===== src/rtl/mips_controller.sv =====
// Multicycle control FSM for the 8-bit TinyMIPS core: byte-wise instruction fetch, decode and
// sequencing of LB/SB/R-type/BEQ/J/ADDI, plus the ALU decoder feeding the datapath.
module mips_controller #(
  parameter logic [5:0] OP_LB    = 6'b100000,
  parameter logic [5:0] OP_SB    = 6'b101000,
  parameter logic [5:0] OP_RTYPE = 6'b000000,
  parameter logic [5:0] OP_BEQ   = 6'b000100,
  parameter logic [5:0] OP_J     = 6'b000010,
  parameter logic [5:0] OP_ADDI  = 6'b001000
) (
  input  logic       clk,
  input  logic       reset,
  input  logic [5:0] op,
  input  logic [5:0] funct,
  input  logic       zero,
  output logic       memread,
  output logic       memwrite,
  output logic       alusrca,
  output logic [1:0] alusrcb,
  output logic       iord,
  output logic [3:0] irwrite,
  output logic       memtoreg,
  output logic       regdst,
  output logic       regwrite,
  output logic [1:0] pcsource,
  output logic       pcen,
  output logic [2:0] alucontrol,
  output logic [3:0] state
);

  typedef enum logic [3:0] {
    S_FETCH1  = 4'd1,
    S_FETCH2  = 4'd2,
    S_FETCH3  = 4'd3,
    S_FETCH4  = 4'd4,
    S_DECODE  = 4'd5,
    S_MEMADR  = 4'd6,
    S_LBRD    = 4'd7,
    S_LBWR    = 4'd8,
    S_SBWR    = 4'd9,
    S_RTYPEEX = 4'd10,
    S_RTYPEWR = 4'd11,
    S_BEQEX   = 4'd12,
    S_JEX     = 4'd13,
    S_ADDIEX  = 4'd14,
    S_ADDIWR  = 4'd15
  } state_t;

  state_t     state_q, state_d;
  logic [1:0] aluop;
  logic       pcwrite;
  logic       pcwritecond;

  always_ff @(posedge clk or negedge reset) begin
    if (!reset) state_q <= S_FETCH1;
    else        state_q <= state_d;
  end

  assign state = state_q;

  always_comb begin
    state_d     = S_FETCH1;
    memread     = 1'b0;
    memwrite    = 1'b0;
    alusrca     = 1'b0;
    alusrcb     = 2'b00;
    iord        = 1'b0;
    irwrite     = 4'b0000;
    memtoreg    = 1'b0;
    regdst      = 1'b0;
    regwrite    = 1'b0;
    pcsource    = 2'b00;
    aluop       = 2'b00;
    pcwrite     = 1'b0;
    pcwritecond = 1'b0;
    case (state_q)
      S_FETCH1: begin
        memread = 1'b1; irwrite = 4'b0001; alusrcb = 2'b01; pcwrite = 1'b1;
        state_d = S_FETCH2;
      end
      S_FETCH2: begin
        memread = 1'b1; irwrite = 4'b0010; alusrcb = 2'b01; pcwrite = 1'b1;
        state_d = S_FETCH3;
      end
      S_FETCH3: begin
        memread = 1'b1; irwrite = 4'b0100; alusrcb = 2'b01; pcwrite = 1'b1;
        state_d = S_FETCH4;
      end
      S_FETCH4: begin
        memread = 1'b1; irwrite = 4'b1000; alusrcb = 2'b01; pcwrite = 1'b1;
        state_d = S_DECODE;
      end
      S_DECODE: begin
        alusrcb = 2'b11;
        // Unknown opcodes fall back to FETCH1 and behave as a NOP.
        if ((op == OP_LB) || (op == OP_SB)) state_d = S_MEMADR;
        else if (op == OP_RTYPE)            state_d = S_RTYPEEX;
        else if (op == OP_BEQ)              state_d = S_BEQEX;
        else if (op == OP_J)                state_d = S_JEX;
        else if (op == OP_ADDI)             state_d = S_ADDIEX;
        else                                state_d = S_FETCH1;
      end
      S_MEMADR: begin
        alusrca = 1'b1; alusrcb = 2'b10;
        state_d = (op == OP_LB) ? S_LBRD : S_SBWR;
      end
      S_LBRD: begin
        memread = 1'b1; iord = 1'b1;
        state_d = S_LBWR;
      end
      S_LBWR: begin
        regwrite = 1'b1; memtoreg = 1'b1;
      end
      S_SBWR: begin
        memwrite = 1'b1; iord = 1'b1;
      end
      S_RTYPEEX: begin
        alusrca = 1'b1; aluop = 2'b10;
        state_d = S_RTYPEWR;
      end
      S_RTYPEWR: begin
        regwrite = 1'b1; regdst = 1'b1;
      end
      S_BEQEX: begin
        alusrca = 1'b1; aluop = 2'b01; pcsource = 2'b01; pcwritecond = 1'b1;
      end
      S_JEX: begin
        pcsource = 2'b10; pcwrite = 1'b1;
      end
      S_ADDIEX: begin
        alusrca = 1'b1; alusrcb = 2'b10;
        state_d = S_ADDIWR;
      end
      S_ADDIWR: begin
        regwrite = 1'b1;
      end
      default: state_d = S_FETCH1;
    endcase
  end

  // Branch takes effect in the same cycle the datapath reports zero.
  assign pcen = pcwrite | (pcwritecond & zero);

  always_comb begin
    alucontrol = 3'b010;
    case (aluop)
      2'b01: alucontrol = 3'b110;
      2'b10: begin
        case (funct)
          6'b100000: alucontrol = 3'b010;
          6'b100010: alucontrol = 3'b110;
          6'b100100: alucontrol = 3'b000;
          6'b100101: alucontrol = 3'b001;
          6'b101010: alucontrol = 3'b111;
          default:   alucontrol = 3'b101;
        endcase
      end
      default: alucontrol = 3'b010;
    endcase
  end

endmodule


===== config.mk =====
export PLATFORM = sky130hd
export DESIGN_NAME = mips_controller
export DESIGN_NICKNAME = d
export VERILOG_FILES = /design/src/rtl/mips_controller.sv
export SDC_FILE = /design/constraint.sdc
export NUM_CORES = 1
export LEC_CHECK = 0
export CAP_MARGIN = 10
export CORE_MARGIN = 2
export CORE_UTILIZATION = 37
export CTS_CLUSTER_SIZE = 16
export DETAILED_ROUTE_END_ITERATION = 7
export PLACE_DENSITY = 0.91
export SETUP_SLACK_MARGIN = 0.02
export SYNTH_ARGS = -nofsm -noshare
export SYNTH_HDL_FRONTEND = slang
export SYNTH_SLANG_ARGS = --single-unit

===== constraint.sdc =====
create_clock -name clk -period 3.5 [get_ports clk]
set_clock_uncertainty 0.15 [all_clocks]
set_input_delay 0.875 -clock clk [delete_from_list [all_inputs] [get_ports clk]]
set_output_delay 0.875 -clock clk [all_outputs]
set_load 0.005 [all_outputs]

Word level (Yosys, flattened, before mapping) --
Cells that the tools add are included.
Storage, ports and cells: register bits after elaboration 4, input port bits 15, logic and storage cells 61
Cells by class: equal/unequal tests 27, muxes and demuxes 22, bitwise operators 2, reductions and logical operators 9
Operators by type and width (number):
- == test 6 bit (second input constant) | 7
- one-hot mux 4 bit (9 select lines) | 1
- == test 4 bit (second input constant) | 8
- two-way mux 4 bit | 6
- == test 4 x 3 -> 1 bit (second input constant) | 4
- one-hot mux 4 bit (4 select lines) | 1
- one-hot mux 3 bit (5 select lines) | 1
- OR reduction 5 bit | 2
- two-way mux 1 bit | 9
- == test 4 x 2 -> 1 bit (second input constant) | 2
- one-hot mux 2 bit (2 select lines) | 2
- OR reduction 4 bit | 2
- == test 6 x 2 -> 1 bit (second input constant) | 1
- == test 6 x 3 -> 1 bit (second input constant) | 1
- == test 6 x 4 -> 1 bit (second input constant) | 1
- logical NOT 6 bit | 1
- one-hot mux 2 bit (3 select lines) | 1
- one-hot mux 3 bit (2 select lines) | 1
- == test 4 x 1 -> 1 bit (second input constant) | 1
- OR reduction 2 bit | 2
- OR reduction 3 bit | 1
- == test 2 x 1 -> 1 bit (second input constant) | 1
- == test 2 bit (second input constant) | 1
- bitwise AND 1 bit | 1
- 2 further kinds | 2

Depth between registers and ports, before layout --
Gate-level depths: netlist (run 1).
depth in word-level cells 7, gate-level depth with buffers 8

Worst setup path after synthesis (run 1) --
No wires, ideal clock.
path kind flip-flop to output port, start point register state_q[3], in the netlist state[3], end point output alucontrol[2], data arrival time 1770 ps, setup slack 705 ps, stages on the path, launching flop included 9, buffers on the path 2, cell sequence dfrtp_1 clkbuf_1 clkbuf_1 nand2_1 nor3_1 inv_1 ha_1 a21boi_0 o21a_1
On the way: longest elaborated chain between the ends 4, elaborated cells between the ends (all ways) 6, those cells by class 4 x eq/ne; 2 x mux
Ends and longest elaborated chain:
- start, declared | RTL line 49 | state_t state_q, state_d;
- start signal, assigned | RTL line 56 | else state_q <= state_d;
- == test 4 bit | RTL line 76 | case (state_q)
- one-hot mux 2 bit (2 select lines) * | RTL line 76
- == test 2 bit or == test 2 x 1 -> 1 bit (tied branches) | RTL line 146 | case (aluop)
- one-hot mux 3 bit (2 select lines) * | RTL line 146
- end, declared | RTL line 27 | output logic [2:0] alucontrol,
Every way passes the cells marked *; elsewhere a longest branch is shown, timed or not.

Worst setup path after layout (run 1) --
start point input funct[5], end point output alucontrol[1]
On the way: longest elaborated chain between the ends 3, elaborated cells between the ends (all ways) 7, those cells by class 5 x eq/ne; 2 x mux
Ends and longest elaborated chain:
- start, declared | RTL line 14 | input logic [5:0] funct,
- == test 6 bit | RTL line 149 | case (funct)
- one-hot mux 3 bit (5 select lines) * | RTL line 149
- one-hot mux 3 bit (2 select lines) * | RTL line 146
Marked as above.

==> flow_metrics.py, run 1 <==
metrics = {
    "sta": {
        "tns_ns": 0,
        "grt_setup_unrepaired": "no",
        "layout_setup_ws_ns": 0.120,
        "fmax_ghz": 0.296,
        "max_slew_margin_pct": 71.1,
        "min_period_over_period_pct": 96.6,
        "hold_viol": 0,
        "setup_viol": 0,
        "fin_crit_ns": 3.38,
        "drv_slew": 0,
        "worst_slew_pin_slew_ns": 0.427,
    },
    "hold_path": {
        "hold_depth": 2,
        "holdCritPathClass": "flop to flop",
    },
    "outcome": {
        "status": "finished, final reports clean",
    },
    "global_routing": {
        "grt_overflow_total": 0,
        "grt-busiest-layer": "met2",
        "use_met3_pct": 2.75,
        "grt.total_usage_pct": 18.7,
        "grt_max_degree": 21,
        "grt_pass1_wl_um": 2860,
        "use_met1_pct": 22.5,
        "met2_usage_pct": 30.8,
        "antenna_found_initial": 0,
        "first_global_vias": 692,
    },
    "critical_path": {
        "critical_path.cell_chain": "clkdlybuf4s50_1 -> nor3b_1 -> nand4b_1 -> nand3b_1 -> clkdlybuf4s50_1",
        "cp-start-kind": "input port",
        "cp.arrival_ns": 2.36,
        "endpoint_kind": "output port",
        "crit_cells": 5,
        "critical_path_class": "input port to output port",
        "crit_buf_inv": 2,
        "worstPathRequired_ns": 2.47,
        "r2r_cells": 3,
        "slowest_delay_ns": 0.50,
        "reg2reg_slack_ns": 1.60,
        "crit_path_max_fanout": 2,
        "critical-path-top-delay-family": "buffers and inverters",
        "crit_slowest_cell": "clkdlybuf4s50_1",
        "critPathMostFrequentCell": "clkdlybuf4s50_1",
    },
    "synth": {
        "syn_area_um2": 656,
        "synth_seq_cells": 4,
        "syn_avg_cell_area_um2": 7.05,
        "synth_cell_types": 41,
        "syn_nets": 111,
        "synth_cells": 93,
        "synth_seq_area_share_pct": 15.5,
        "ys_warn_count": 0,
    },
    "die": {
        "die_h_um": 46.1,
        "start_util_pct": 38.8,
        "die_x_um": 46.1,
        "row_count": 15,
        "dieArea_um2": 2120,
        "core-area_um2": 1690,
        "io_pins": 38,
    },
    "final_layout": {
        "largest_reg_flops": 4,
        "syn_to_final_growth_pct": 61.5,
        "diodes": 0,
        "postLayoutCellArea_um2": 1060,
        "nets": 148,
        "ff_latch_area_um2": 103,
        "multiInputGateArea_um2": 497,
        "num-fill-cells": 145,
        "final_common_cell": "clkdlybuf4s50_1",
        "layout_common_cells": "clkdlybuf4s50_1, nor2_1, nand2b_1, nor3_1, nand2_1",
        "drive_gt1_share_pct": 7.75,
    },
    "placement": {
        "gp_congestion": 0.938,
        "port_buffers": 37,
        "dp_slack_ns": 0.106,
        "dp_hpwl_um": 1460,
        "placed_cell_area_um2": 1030,
    },
    "cts": {
        "cts_sinks": 4,
        "h-tree-depth": 1,
        "clk_pin_slew_ns": 0.05,
        "cts_tree": "done",
        "hold_buffers": 0,
        "numCtsBuffers": 3,
        "clock_latency_ns": 0.26,
        "cts_root_buf": "clkbuf_4",
        "cts.path.max_buffers": 2,
    },
    "drt": {
        "drtAntennaViolNets": 0,
        "dr.pass1.iters": 4,
        "drt_iter0_drc": 5,
        "wl_per_cell_um": 12.4,
        "wirelength_um": 1810,
        "drc": 0,
        "vias": 800,
        "vias_per_cell": 5.48,
    },
    "pwr": {
        "peakVddDrop_mv": 0.292,
        "pwr_density_cell_nw_per_um2": 636,
        "cellLeakagePower_nw": 0.406,
    },
    "run": {
        "drv_cap": 0,
    },
}
final timing paths:
path,startpoint,to
setup / recovery,funct[5],alucontrol[1]
hold / removal,state[1],state[3]
setup reg to reg,state[0],state[3]
hold reg to reg,state[1],state[3]
max in group asynchronous,reset,state[0]
min in group asynchronous,reset,state[3]
per-stage QoR:
stage / power (mW) / cells / hold WS (ns) / util (%)
2_1_floorplan: 0.367 / 93 / 0.429 / -
3_3_place_gp: 0.590 / 142 / 0.522 / 61.0
3_5_place_dp: 0.606 / 142 / 0.531 / 61.0
4_1_cts: 0.676 / 146 / 0.529 / 62.6
5_1_grt: 0.739 / 146 / 0.591 / 62.7
6_report: 0.673 / 146 / 0.526 / 62.7
report_power, final:
| group | switching (mW) | internal (mW) |
|---|---|---|
| clock | 0.0260 | 0.0432 |
| combinational | 0.198 | 0.282 |
| sequential | 0.0510 | 0.0731 |
| total | 0.275 | 0.399 |
repair_timing:
action,CTS,global route
buffers inserted,0,0
gates resized for setup,0,1
hold endpoints to repair,0,0
setup endpoints to repair,0,1
cell usage after synthesis:
library cell	count	share of area [%]
or2_2	1	0.95
a211o_1	1	1.3
or4b_1	1	1.5
a31oi_1	2	1.9
nand3_1	1	0.76
xor2_1	1	1.3
a21oi_1	4	3.1
dfstp_2	1	4.0
mux2i_1	1	1.5
nor2_1	8	4.6
dfrtp_1	3	11
o211a_1	1	1.5
o21ai_0	5	3.8
nor3b_1	3	3.4
o21a_1	1	1.1
or3_1	2	1.9
nor3_1	6	4.6
clkbuf_1	6	3.4
inv_1	5	2.9
nand2_1	6	3.4
ha_1	3	5.7
nor4bb_1	1	1.5
and3b_1	1	1.3
a311oi_1	1	1.3
a211oi_1	1	1.1
o211ai_1	1	1.1
buf_6	1	1.7
maj3_1	1	1.5
a21boi_0	2	2.3
and3_1	1	0.95
buf_2	1	0.76
nand3b_1	1	1.1
or4_1	1	1.1
nor4_1	1	0.95
nand4_1	1	0.95
nor4b_1	3	4.0
nor2b_1	3	2.9
o211ai_2	1	1.9
nand4b_1	1	1.3
and2_1	2	1.9
nand2b_1	6	5.7
area by class of cell:
class / instances / share of cell area (%)
Inverter: 5 / 1.77
Tap cell: 17 / 2.01
Clock buffer: 4 / 2.48
Multi-Input combinational cell: 76 / 46.9
Sequential cell: 4 / 9.69
Timing Repair Buffer: 40 / 37.1
routing by layer:
layer | vias up | share of wire [%]
met4 | 0 | 1.7
met5 | - | 0
met1 | 366 | 43
met3 | 2 | 3.9
li1 | 408 | -
met2 | 24 | 52
cell families after synthesis:
logic type,share of synthesized area (%)
AND/OR/NAND/NOR,45.0
AO/OA/AOI/OAI,20.6
buffers and inverters,8.78
adder cells (fa/ha/maj),7.25
flip-flops,15.5
XOR/XNOR,1.34
multiplexers,1.53
worst reg2reg max path: stages, from the launching register on:
cell and delay [ns]:
dfstp_2 0.71, or4b_1 0.48, or4_1 0.42, o211ai_2 0.07
Power figures use the tool's default switching activity.
==> inputs of run 2 (changes only) <==
Settings changed: RECOVER_POWER set to 25.
==> flow_metrics.py, run 2 (same netlist as run 1, synthesis figures left out) <==
metrics = {
    "pwr": {
        "cellLeakagePower_nw": 0.406,
        "pwr_density_cell_nw_per_um2": 635,
        "peakVddDrop_mv": 0.292,
    },
    "critical_path": {
        "crit_slowest_cell": "clkdlybuf4s50_1",
        "crit_path_max_fanout": 2,
        "crit_buf_inv": 2,
        "endpoint_kind": "output port",
        "critical_path.cell_chain": "clkdlybuf4s50_1 -> nor3b_1 -> nand4b_1 -> nand3b_1 -> clkdlybuf4s50_1",
        "critical_path_class": "input port to output port",
        "cp-start-kind": "input port",
        "critPathMostFrequentCell": "clkdlybuf4s50_1",
        "critical-path-top-delay-family": "buffers and inverters",
        "worstPathRequired_ns": 2.47,
        "cp.arrival_ns": 2.36,
        "slowest_delay_ns": 0.50,
        "r2r-start": "state[0]",
        "worstSetupStartpoint": "funct[5]",
    },
    "sta": {
        "min_period_over_period_pct": 96.6,
        "tns_ns": 0,
        "fin_crit_ns": 3.38,
        "setup_viol": 0,
        "worst_slew_pin_slew_ns": 0.427,
        "hold_viol": 0,
        "max_slew_margin_pct": 71.1,
        "drv_slew": 0,
        "grt_setup_unrepaired": "no",
        "fmax_ghz": 0.296,
    },
    "placement": {
        "port_buffers": 37,
        "dp_hpwl_um": 1460,
        "gp_congestion": 0.938,
        "dp_cells": 142,
    },
    "global_routing": {
        "first_global_vias": 692,
        "use_met1_pct": 22.5,
        "grt_max_degree": 21,
        "grt_pass1_wl_um": 2860,
        "grt_overflow_total": 0,
        "met2_usage_pct": 30.8,
        "use_met3_pct": 2.75,
        "grt-busiest-layer": "met2",
        "grt.total_usage_pct": 18.7,
        "antenna_found_initial": 0,
    },
    "outcome": {
        "status": "finished, final reports clean",
    },
    "run": {
        "drv_cap": 0,
    },
    "die": {
        "die_x_um": 46.1,
        "io_pins": 38,
        "row_count": 15,
        "start_util_pct": 38.8,
        "die_h_um": 46.1,
        "core-area_um2": 1690,
        "dieArea_um2": 2120,
    },
    "drt": {
        "vias_per_cell": 5.48,
        "wirelength_um": 1810,
        "drtAntennaViolNets": 0,
        "drc": 0,
        "wl_per_cell_um": 12.4,
        "dr.pass1.iters": 4,
        "drt_iter0_drc": 5,
        "vias": 800,
    },
    "cts": {
        "h-tree-depth": 1,
        "clk_pin_slew_ns": 0.05,
        "numCtsBuffers": 3,
        "cts_root_buf": "clkbuf_4",
        "postCtsSetupBuffers": 0,
        "clock_latency_ns": 0.26,
        "hold_buffers": 0,
        "cts.path.max_buffers": 2,
        "cts_tree": "done",
        "cts_sinks": 4,
    },
    "final_layout": {
        "num-fill-cells": 145,
        "multiInputGateArea_um2": 497,
        "syn_to_final_growth_pct": 61.5,
        "final_common_cell": "clkdlybuf4s50_1",
        "ff_latch_area_um2": 103,
        "largest_reg_flops": 4,
        "layout_common_cells": "clkdlybuf4s50_1, nor2_1, nand2b_1, nor3_1, nand2_1",
        "diodes": 0,
        "nets": 148,
        "drive_gt1_share_pct": 7.75,
        "fin_cells": 146,
    },
    "hold_path": {
        "holdCritPathClass": "flop to flop",
        "hp-start": "state[1]",
    },
}
-- run 2: cell count changes in the layout (fill, tap and decap cells not counted), sizes merged --
cell,previous run,this run
clkdlybuf4s50,37,34
dlygate4sd3,0,3
-- run 2: repair_timing --
item | in CTS | in global routing
setup endpoints to repair | 0 | 1
resized for setup | 0 | 1
endpoints found under the hold margin | 0 | 0
-- run 2: final timing paths --
path	to	slack [ns]	cells after the start
max reg2reg	state[3]	1.60	3
min reg2reg	state[3]	0.53	2
max	alucontrol[1]	0.12	5
max in group asynchronous	state[0]	2.23	1
min	state[3]	0.53	2
min in group asynchronous	state[3]	0.73	1
-- run 2: power breakdown --
part           leakage, nW  internal (mW)  total [mW]  switching [mW]
clock               0.0150         0.0432      0.0693          0.0260
combinational        0.343          0.281       0.479           0.198
sequential          0.0482         0.0731       0.124          0.0511
-- run 2: metal layers --
layer  routed length, um  part of all wire, %  up-vias
met5                   0                    0        -
met4                  30                  1.7        0
met3                  71                  3.9        2
met2                 933                   52       24
met1                 770                   43      366
li1                    -                    -      408
-- run 2: worst min-delay path: stages (launching register included) --
cell	delay, ns
dfrtp_1	0.43
o21ai_0	0.15
o211ai_2	0.08
-- run 2: through the flow --
stage	instance area (um2)	util, %	setup slack, ns	hold WS [ns]	total power, mW
final	1060	62.7	0.120	0.526	0.673
after global routing	1060	62.7	0.0421	0.591	0.738
after CTS	1060	62.6	0.106	0.529	0.676
after detailed placement	1030	61.0	0.106	0.531	0.606
after global placement	1030	61.0	0.144	0.522	0.590
after floorplan	656	-	0.705	0.429	0.367
-- run 2: area by class of cell --
class,count,share of cell area [%]
Sequential cell,4,9.69
Timing Repair Buffer,40,37.1
Tap cell,17,2.01
Clock buffer,4,2.48
Multi-Input combinational cell,76,46.9
Inverter,5,1.77
